## config.mk

```make
export PLATFORM = sky130hd
export DESIGN_NAME = dynamixel_status_receiver
export DESIGN_NICKNAME = d
export VERILOG_FILES = /design/src/rtl/dynamixel_status_receiver.sv
export SDC_FILE = /design/constraint.sdc
export NUM_CORES = 1
export LEC_CHECK = 0
export CAP_MARGIN = 20
export CORE_MARGIN = 4
export CORE_UTILIZATION = 53
export DETAILED_ROUTE_END_ITERATION = 7
export PLACE_DENSITY = 0.83
export SYNTH_ARGS = -nofsm -noshare
export SYNTH_HDL_FRONTEND = slang
export SYNTH_SLANG_ARGS = --single-unit
export TNS_END_PERCENT = 20
```

## constraint.sdc

```tcl
create_clock -name clock -period 3 [get_ports clock]
set_clock_uncertainty 0.2 [all_clocks]
set_input_delay 0.45 -clock clock [delete_from_list [all_inputs] [get_ports clock]]
set_output_delay 0.45 -clock clock [all_outputs]
set_load 0.005 [all_outputs]
```

## src/rtl/dynamixel_status_receiver.sv

```systemverilog
// dynamixel_status_receiver
//
// Receives Dynamixel Protocol 2.0 status packets from the half-duplex servo
// bus whenever the local transmitter has released it. It deserialises 8N1
// UART bytes, hunts for the FF FF FD 00 header, and checks LEN, the
// instruction byte (0x55) and the CRC-16. It then publishes the servo ID,
// the error byte, the parameter count and the first four parameter bytes.
//
// Optional feature macro: DYNAMIXEL_UNSTUFF_EN
//   When defined, a 0xFD that follows an FF FF FD sequence inside the
//   parameter field is treated as a stuffing byte. It is counted and
//   CRC'd, but it is not stored in param_value.
//
// Ports
//   clock         in   system clock, rising edge
//   reset_n       in   asynchronous active-low reset
//   listen        in   1 = bus released; 0 forces RX/parser idle
//   pin           in   raw asynchronous bus input, idle high
//   status_valid  out  one-cycle pulse, good packet accepted
//   status_id     out  servo ID of last good packet
//   status_error  out  error byte of last good packet
//   param_count   out  LEN-4 of last good packet
//   param_value   out  first four param bytes, little-endian
//   crc_error     out  one-cycle pulse, CRC mismatch
//   packet_error  out  one-cycle pulse, framing error / LEN<4 / timeout
module dynamixel_status_receiver #(
  parameter int unsigned clocks_per_bit = 3,
  parameter int unsigned timeout_bits   = 32
) (
  input  logic        clock,
  input  logic        reset_n,
  input  logic        listen,
  input  logic        pin,
  output logic        status_valid,
  output logic [7:0]  status_id,
  output logic [7:0]  status_error,
  output logic [15:0] param_count,
  output logic [31:0] param_value,
  output logic        crc_error,
  output logic        packet_error
);

  localparam int unsigned CNT_W = (clocks_per_bit > 1) ? $clog2(clocks_per_bit) : 1;
  localparam int unsigned TO_W  = $clog2(timeout_bits + 1);
  localparam logic [CNT_W-1:0] CNT_LAST = CNT_W'(clocks_per_bit - 1);
  localparam logic [CNT_W-1:0] CNT_HALF = CNT_W'(clocks_per_bit / 2 - 1);
  localparam logic [TO_W-1:0]  TO_LAST  = TO_W'(timeout_bits - 1);
  localparam logic [TO_W-1:0]  TO_MAX   = TO_W'(timeout_bits);

  typedef enum logic [2:0] {
    RX_IDLE, RX_START, RX_DATA, RX_STOP, RX_WAIT_HIGH
  } rx_state_t;

  typedef enum logic [3:0] {
    P_HUNT, P_H2, P_H3, P_RSV, P_ID, P_LEN_L, P_LEN_H,
    P_INST, P_ERR, P_PARAM, P_CRC_L, P_CRC_H
  } par_state_t;

  // Byte-wide CRC-16 update: poly 0x8005, unreflected.
  function automatic logic [15:0] crc_byte(input logic [15:0] c, input logic [7:0] d);
    logic [15:0] r;
    r = c ^ {d, 8'h00};
    for (int i = 0; i < 8; i++) begin
      r = r[15] ? ((r << 1) ^ 16'h8005) : (r << 1);
    end
    return r;
  endfunction

  // ---- stage p0/p1: pin synchroniser, p2: previous sample for edge detect
  logic pin_meta_p0, pin_sync_p1, pin_prev_p2;

  always_ff @(posedge clock or negedge reset_n) begin
    if (!reset_n) begin
      pin_meta_p0 <= 1'b1;
      pin_sync_p1 <= 1'b1;
      pin_prev_p2 <= 1'b1;
    end else begin
      pin_meta_p0 <= pin;
      pin_sync_p1 <= pin_meta_p0;
      pin_prev_p2 <= pin_sync_p1;
    end
  end

  logic start_edge;
  assign start_edge = pin_prev_p2 & ~pin_sync_p1;

  // ---- UART receiver
  rx_state_t        rx_state;
  logic [CNT_W-1:0] rx_cnt;
  logic [2:0]       rx_bit;
  logic [7:0]       rx_byte;
  logic             sample_tick;
  logic             data_sample;
  logic             byte_done;
  logic             frame_err;

  assign sample_tick = (rx_cnt == CNT_LAST);
  assign data_sample = (rx_state == RX_DATA) && sample_tick;
  assign byte_done   = listen && (rx_state == RX_STOP) && sample_tick && pin_sync_p1;
  assign frame_err   = listen && (rx_state == RX_STOP) && sample_tick && !pin_sync_p1;

  always_ff @(posedge clock or negedge reset_n) begin
    if (!reset_n) begin
      rx_state <= RX_IDLE;
      rx_cnt   <= '0;
      rx_bit   <= '0;
    end else if (!listen) begin
      rx_state <= RX_IDLE;
      rx_cnt   <= '0;
      rx_bit   <= '0;
    end else begin
      case (rx_state)
        RX_IDLE: begin
          rx_cnt <= '0;
          if (start_edge) rx_state <= RX_START;
        end
        RX_START: begin
          // Mid-start-bit re-check rejects glitches shorter than half a bit.
          if (rx_cnt == CNT_HALF) begin
            rx_cnt   <= '0;
            rx_bit   <= '0;
            rx_state <= pin_sync_p1 ? RX_IDLE : RX_DATA;
          end else begin
            rx_cnt <= rx_cnt + 1'b1;
          end
        end
        RX_DATA: begin
          if (sample_tick) begin
            rx_cnt <= '0;
            if (rx_bit == 3'd7) rx_state <= RX_STOP;
            else                rx_bit   <= rx_bit + 3'd1;
          end else begin
            rx_cnt <= rx_cnt + 1'b1;
          end
        end
        RX_STOP: begin
          if (sample_tick) begin
            rx_cnt   <= '0;
            rx_state <= pin_sync_p1 ? RX_IDLE : RX_WAIT_HIGH;
          end else begin
            rx_cnt <= rx_cnt + 1'b1;
          end
        end
        RX_WAIT_HIGH: begin
          rx_cnt <= '0;
          if (pin_sync_p1) rx_state <= RX_IDLE;
        end
        default: rx_state <= RX_IDLE;
      endcase
    end
  end

  always_ff @(posedge clock) begin
    if (data_sample) rx_byte <= {pin_sync_p1, rx_byte[7:1]};
  end

  // ---- inter-byte timeout: bit periods since the most recent start edge
  logic [CNT_W-1:0] to_tick;
  logic [TO_W-1:0]  to_periods;
  par_state_t       par_state;
  logic             timeout_hit;

  assign timeout_hit = (par_state != P_HUNT) && (to_tick == CNT_LAST) && (to_periods == TO_LAST);

  always_ff @(posedge clock or negedge reset_n) begin
    if (!reset_n) begin
      to_tick    <= '0;
      to_periods <= '0;
    end else if (!listen || start_edge) begin
      to_tick    <= '0;
      to_periods <= '0;
    end else if (to_tick == CNT_LAST) begin
      to_tick <= '0;
      if (to_periods != TO_MAX) to_periods <= to_periods + 1'b1;
    end else begin
      to_tick <= to_tick + 1'b1;
    end
  end

  // ---- packet parser
  logic [15:0] remaining;
  logic [2:0]  param_idx;
  logic [7:0]  stage_id;
  logic [7:0]  stage_err;
  logic [15:0] stage_len;
  logic [31:0] stage_param;
  logic [15:0] crc;
  logic [7:0]  crc_rx_l;
  logic [15:0] len_full;
  logic        stuff_byte;
  logic        slot_free;

  assign len_full  = {rx_byte, stage_len[7:0]};
  assign slot_free = (param_idx < 3'd4) && !stuff_byte;

`ifdef DYNAMIXEL_UNSTUFF_EN
  // Last three parameter bytes; FF FF FD here marks the next 0xFD as stuffing.
  logic [23:0] hist;
  assign stuff_byte = (par_state == P_PARAM) && (hist == 24'hFFFFFD) && (rx_byte == 8'hFD);

  always_ff @(posedge clock) begin
    if (byte_done) begin
      if (par_state == P_ERR)        hist <= '0;
      else if (par_state == P_PARAM) hist <= stuff_byte ? 24'h0 : {hist[15:0], rx_byte};
    end
  end
`else
  assign stuff_byte = 1'b0;
`endif

  always_ff @(posedge clock or negedge reset_n) begin
    if (!reset_n) begin
      par_state    <= P_HUNT;
      remaining    <= '0;
      param_idx    <= '0;
      status_valid <= 1'b0;
      crc_error    <= 1'b0;
      packet_error <= 1'b0;
      status_id    <= '0;
      status_error <= '0;
      param_count  <= '0;
      param_value  <= '0;
    end else begin
      status_valid <= 1'b0;
      crc_error    <= 1'b0;
      packet_error <= 1'b0;
      if (!listen) begin
        par_state <= P_HUNT;
        remaining <= '0;
        param_idx <= '0;
      end else if (frame_err) begin
        if (par_state != P_HUNT) packet_error <= 1'b1;
        par_state <= P_HUNT;
      end else if (byte_done) begin
        case (par_state)
          P_HUNT:  if (rx_byte == 8'hFF) par_state <= P_H2;
          P_H2:    par_state <= (rx_byte == 8'hFF) ? P_H3 : P_HUNT;
          P_H3: begin
            if (rx_byte == 8'hFD)      par_state <= P_RSV;
            else if (rx_byte != 8'hFF) par_state <= P_HUNT;
          end
          P_RSV:   par_state <= (rx_byte == 8'h00) ? P_ID : P_HUNT;
          P_ID:    par_state <= P_LEN_L;
          P_LEN_L: par_state <= P_LEN_H;
          P_LEN_H: begin
            if (len_full < 16'd4) begin
              packet_error <= 1'b1;
              par_state    <= P_HUNT;
            end else begin
              remaining <= len_full - 16'd4;
              par_state <= P_INST;
            end
          end
          P_INST:  par_state <= (rx_byte == 8'h55) ? P_ERR : P_HUNT;
          P_ERR: begin
            param_idx <= '0;
            par_state <= (remaining == 16'd0) ? P_CRC_L : P_PARAM;
          end
          P_PARAM: begin
            remaining <= remaining - 16'd1;
            if (slot_free) param_idx <= param_idx + 3'd1;
            if (remaining == 16'd1) par_state <= P_CRC_L;
          end
          P_CRC_L: par_state <= P_CRC_H;
          P_CRC_H: begin
            if ({rx_byte, crc_rx_l} == crc) begin
              status_valid <= 1'b1;
              status_id    <= stage_id;
              status_error <= stage_err;
              param_count  <= stage_len - 16'd4;
              param_value  <= stage_param;
            end else begin
              crc_error <= 1'b1;
            end
            par_state <= P_HUNT;
          end
          default: par_state <= P_HUNT;
        endcase
      end else if (timeout_hit) begin
        packet_error <= 1'b1;
        par_state    <= P_HUNT;
      end
    end
  end

  // Staging registers and running CRC; contents are only consumed after a
  // full header has been seen, so they need no reset.
  always_ff @(posedge clock) begin
    if (byte_done) begin
      case (par_state)
        P_HUNT:  crc <= crc_byte(16'h0000, rx_byte);
        // Extra 0xFF in H3 is leading noise: CRC keeps covering FF FF only.
        P_H3:    if (rx_byte == 8'hFD) crc <= crc_byte(crc, rx_byte);
        P_H2, P_RSV, P_INST: crc <= crc_byte(crc, rx_byte);
        P_ID: begin
          crc      <= crc_byte(crc, rx_byte);
          stage_id <= rx_byte;
        end
        P_LEN_L: begin
          crc             <= crc_byte(crc, rx_byte);
          stage_len[7:0]  <= rx_byte;
        end
        P_LEN_H: begin
          crc             <= crc_byte(crc, rx_byte);
          stage_len[15:8] <= rx_byte;
        end
        P_ERR: begin
          crc         <= crc_byte(crc, rx_byte);
          stage_err   <= rx_byte;
          stage_param <= '0;
        end
        P_PARAM: begin
          crc <= crc_byte(crc, rx_byte);
          if (slot_free) stage_param[{param_idx[1:0], 3'b000} +: 8] <= rx_byte;
        end
        P_CRC_L: crc_rx_l <= rx_byte;
        default: ;
      endcase
    end
  end

endmodule

```

==> results of run 1 <==
[critical path, stage by stage (launching register included)]
cell     delay (ns)
dfrtp_1        0.39
inv_1          0.14
ha_1           0.23
and4b_1        0.28
nand2_1        0.12
nor3_2         0.33
nand4_1        0.33
buf_12         0.28
mux2_1         0.35
[final timing paths]
check                            start         endpoint  slack, ns  cells after the start
max in group asynchronous      reset_n  param_value[17]       1.57                      3
min reg2reg                pin_meta_p0      pin_sync_p1       0.16                      0
min                                pin      pin_meta_p0       0.15                      1
max reg2reg                  rx_cnt[0]  param_value[30]       0.17                      8
min in group asynchronous      reset_n   param_count[3]       0.25                      2
max                          rx_cnt[0]  param_value[30]       0.17                      8
[state kept, by name (all words and copies together) (netlist names), 6 cells and up]
name and flops:
remaining 16, crc_rx_l 8, to_periods 6, stage_len 16
param_count 16, stage_param 32, status_id 8, stage_err 8
rx_byte 8, status_error 8, param_value 32, crc 16
stage_id 8
[kinds of logic (layout without fill, tap and decap cells)]
kind of cell               after synthesis  in the layout  synth area share [%]
AOI/OAI and AO/OA                      159            159                 9.479
xor gates and xnor gates                60             60                 5.397
adders and majority gates               36             36                 4.508
buffers and inverters                   76            186                 2.955
DFF                                    205            205                 56.19
muxes                                   61             61                 6.812
and+or+nand+nor                        279            279                 14.66
[final cells by class]
class	instances	area [um2]
Inverter	35	131.4
Sequential cell	205	5614
Timing Repair Buffer	111	1059
Clock inverter	11	140.1
Tap cell	229	286.5
Clock buffer	29	628.1
Multi-Input combinational cell	595	4098
Fill cell	1334	6314
[repair_timing]
item | in CTS | in global routing
resized for setup | 0 | 2
endpoints found under the hold margin | 38 | 0
hold buffers | 1 | 0
endpoints found under the setup margin | 0 | 44
[through the flow]
| step | setup WS (ns) | util [%] |
|---|---|---|
| 2_1_floorplan | 0.2164 | - |
| 3_3_place_gp | 0.09846 | 61.13 |
| 3_5_place_dp | 0.02976 | 61.13 |
| 4_1_cts | 0.07374 | 65.39 |
| 5_1_grt | 0.09093 | 65.44 |
| 6_report | 0.1706 | 65.44 |
[placed cells by master (no fill, tap or decap), drive strengths merged, types with 4 or more instances in the layout]
cell / synthesis / routed
ha: 36 / 36
and2: 10 / 10
nor3: 25 / 25
clkdlybuf4s50: 0 / 69
a32o: 5 / 5
o22ai: 10 / 10
a31oi: 4 / 4
clkinv: 0 / 7
nor4: 13 / 13
a21oi: 61 / 61
nor2b: 40 / 40
mux2i: 5 / 5
nand4: 15 / 15
nand2b: 7 / 7
nor2: 63 / 63
nand2: 65 / 65
o21ai: 46 / 46
buf: 13 / 41
o211ai: 4 / 4
a211oi: 4 / 4
inv: 35 / 35
nand3: 16 / 16
or3: 8 / 8
dfrtp: 106 / 106
mux2: 56 / 56
xor2: 8 / 8
clkbuf: 28 / 29
and3: 4 / 4
edfxtp: 96 / 96
xnor2: 51 / 51
[power groups by stage]
stage               sequential, mW  clock [mW]  combinational (mW)
floorplan                     3.00           0              0.0640
global placement              3.01           0               0.107
detailed placement            3.01           0               0.111
CTS                           2.95        2.88               0.113
global route                  2.95        2.98               0.127
finish                        2.95        2.83               0.110
[metal layers]
layer	vias to the layer above	wire length, um
met5	-	0
met4	0	610
met3	49	1509
met2	270	11220
met1	3480	9405
li1	3320	-
==> results.json, run 1 <==
{
  "antenna_found_initial": 0,
  "maxCapViolCount": 0,
  "worstPathArrival_ns": 3.00,
  "ir_drop_mv": 0.4094,
  "cts_made_buffers": 22,
  "synth_most_common_cell": "dfrtp_1",
  "drt-initial-drc-count": 585,
  "hold_path_class": "primary input to flip-flop",
  "ant_nets": 0,
  "end_kind": "flip-flop",
  "netSwitchingPower_mw": 1.183,
  "startpoint_type": "flip-flop",
  "cts_root_buffer": "clkbuf_16",
  "comb_power_share_pct": 1.9,
  "met3_usage_pct": 3.555,
  "h-tree-depth": 1,
  "setup_viol": 0,
  "grt_first_pass_wirelength_um": 37620,
  "die_area_mm2": 0.02111,
  "yosysWarnings": 0,
  "busiest_layer": "met2",
  "power_mw": 5.894,
  "power_density_mw_per_mm2": 492.9,
  "drive_gt1_share_pct": 11.16,
  "dp.cells": 1174,
  "synth.top_cell.area_share_pct": 28.85,
  "synth_cell_types": 67,
  "p_leak_nw": 4.958,
  "nets": 1010,
  "drtPass1Iterations": 5,
  "netSwitchingFraction_pct": 20.07,
  "clkPwrFrac_pct": 48.0,
  "grt_pass1_vias": 7207,
  "status": "completed",
  "p_int_mw": 4.711,
  "avgSynthCellArea_um2": 11.41,
  "grt.total_usage_pct": 21.44,
  "fmax_ghz": 0.3534,
  "coreArea_mm2": 0.01827,
  "clockBufferDepth": 3,
  "io-pin-count": 71,
  "gr-usage-met1_pct": 28.74,
  "clk_latency_ns": 0.51,
  "tns_ns": 0,
  "period_share_pct": 94.31,
  "final_area_mm2": 0.01196,
  "ys_top_cells_by_area": "edfxtp_1 (29%), dfrtp_1 (27%), ha_1 (4.5%), mux2_1 (4.5%), xnor2_1 (4.5%)",
  "relSlewSlack_pct": 40.31,
  "p_seq_share_pct": 50.1,
  "async_reset_ff_share_pct": 53.17,
  "wl_per_cell_um": 18.72,
  "rsz0062_at_grt": "false",
  "vias_per_cell": 5.859,
  "yosys.area.top_type": "edfxtp_1",
  "fin_crit_ns": 2.829,
  "grt_max_degree": 72,
  "rows": 49,
  "initial_core_util_pct": 54.69,
  "die_x_um": 145.3,
  "synth-edff-count": 96,
  "finalNonFillerCells": 1215,
  "post_cts_buffers": 0,
  "syn_area_mm2": 0.009992,
  "syn_inst": 876,
  "cts_sinks": 205,
  "postPlaceCellArea_mm2": 0.01117,
  "crit_required_ns": 3.17,
  "overflow": 0,
  "whs_ns": 0.1450,
  "dr_total_vias": 7119,
  "critPathMaxFanout": 38,
  "crit_type": "flip-flop to flip-flop",
  "tightest_slew_ns": 0.8838,
  "drt-total-wl_um": 22740,
  "cts_tree": "built",
  "place_congestion": 0.9469,
  "hold_viol_final": 0,
  "use_met2_pct": 35.83,
  "ys.flop_type": "dfrtp_1",
  "route.detailed.drc": 0,
  "dp_hpwl_um": 15850,
  "synthTopCellsByCount": "dfrtp_1 (106), edfxtp_1 (96), nand2_1 (65)",
  "yosysSeqAreaShare_pct": 56.19,
  "clk_pin_slew_ns": 0.06,
  "synth-seq-cells": 205,
  "synth_nets": 916,
  "area_growth_pct": 19.66,
  "io_buffers": 70,
  "drv_slew": 0,
  "fp.dieH_um": 145.3,
  "diodes": 0
}
(Power assumes the default switching activity.)
==> run 2: changes to the inputs <==
Settings changed: SETUP_SLACK_MARGIN set to 0.05.
==> results of run 2 <==
The final DEF is identical to that of run 1; final timing and power are the same.
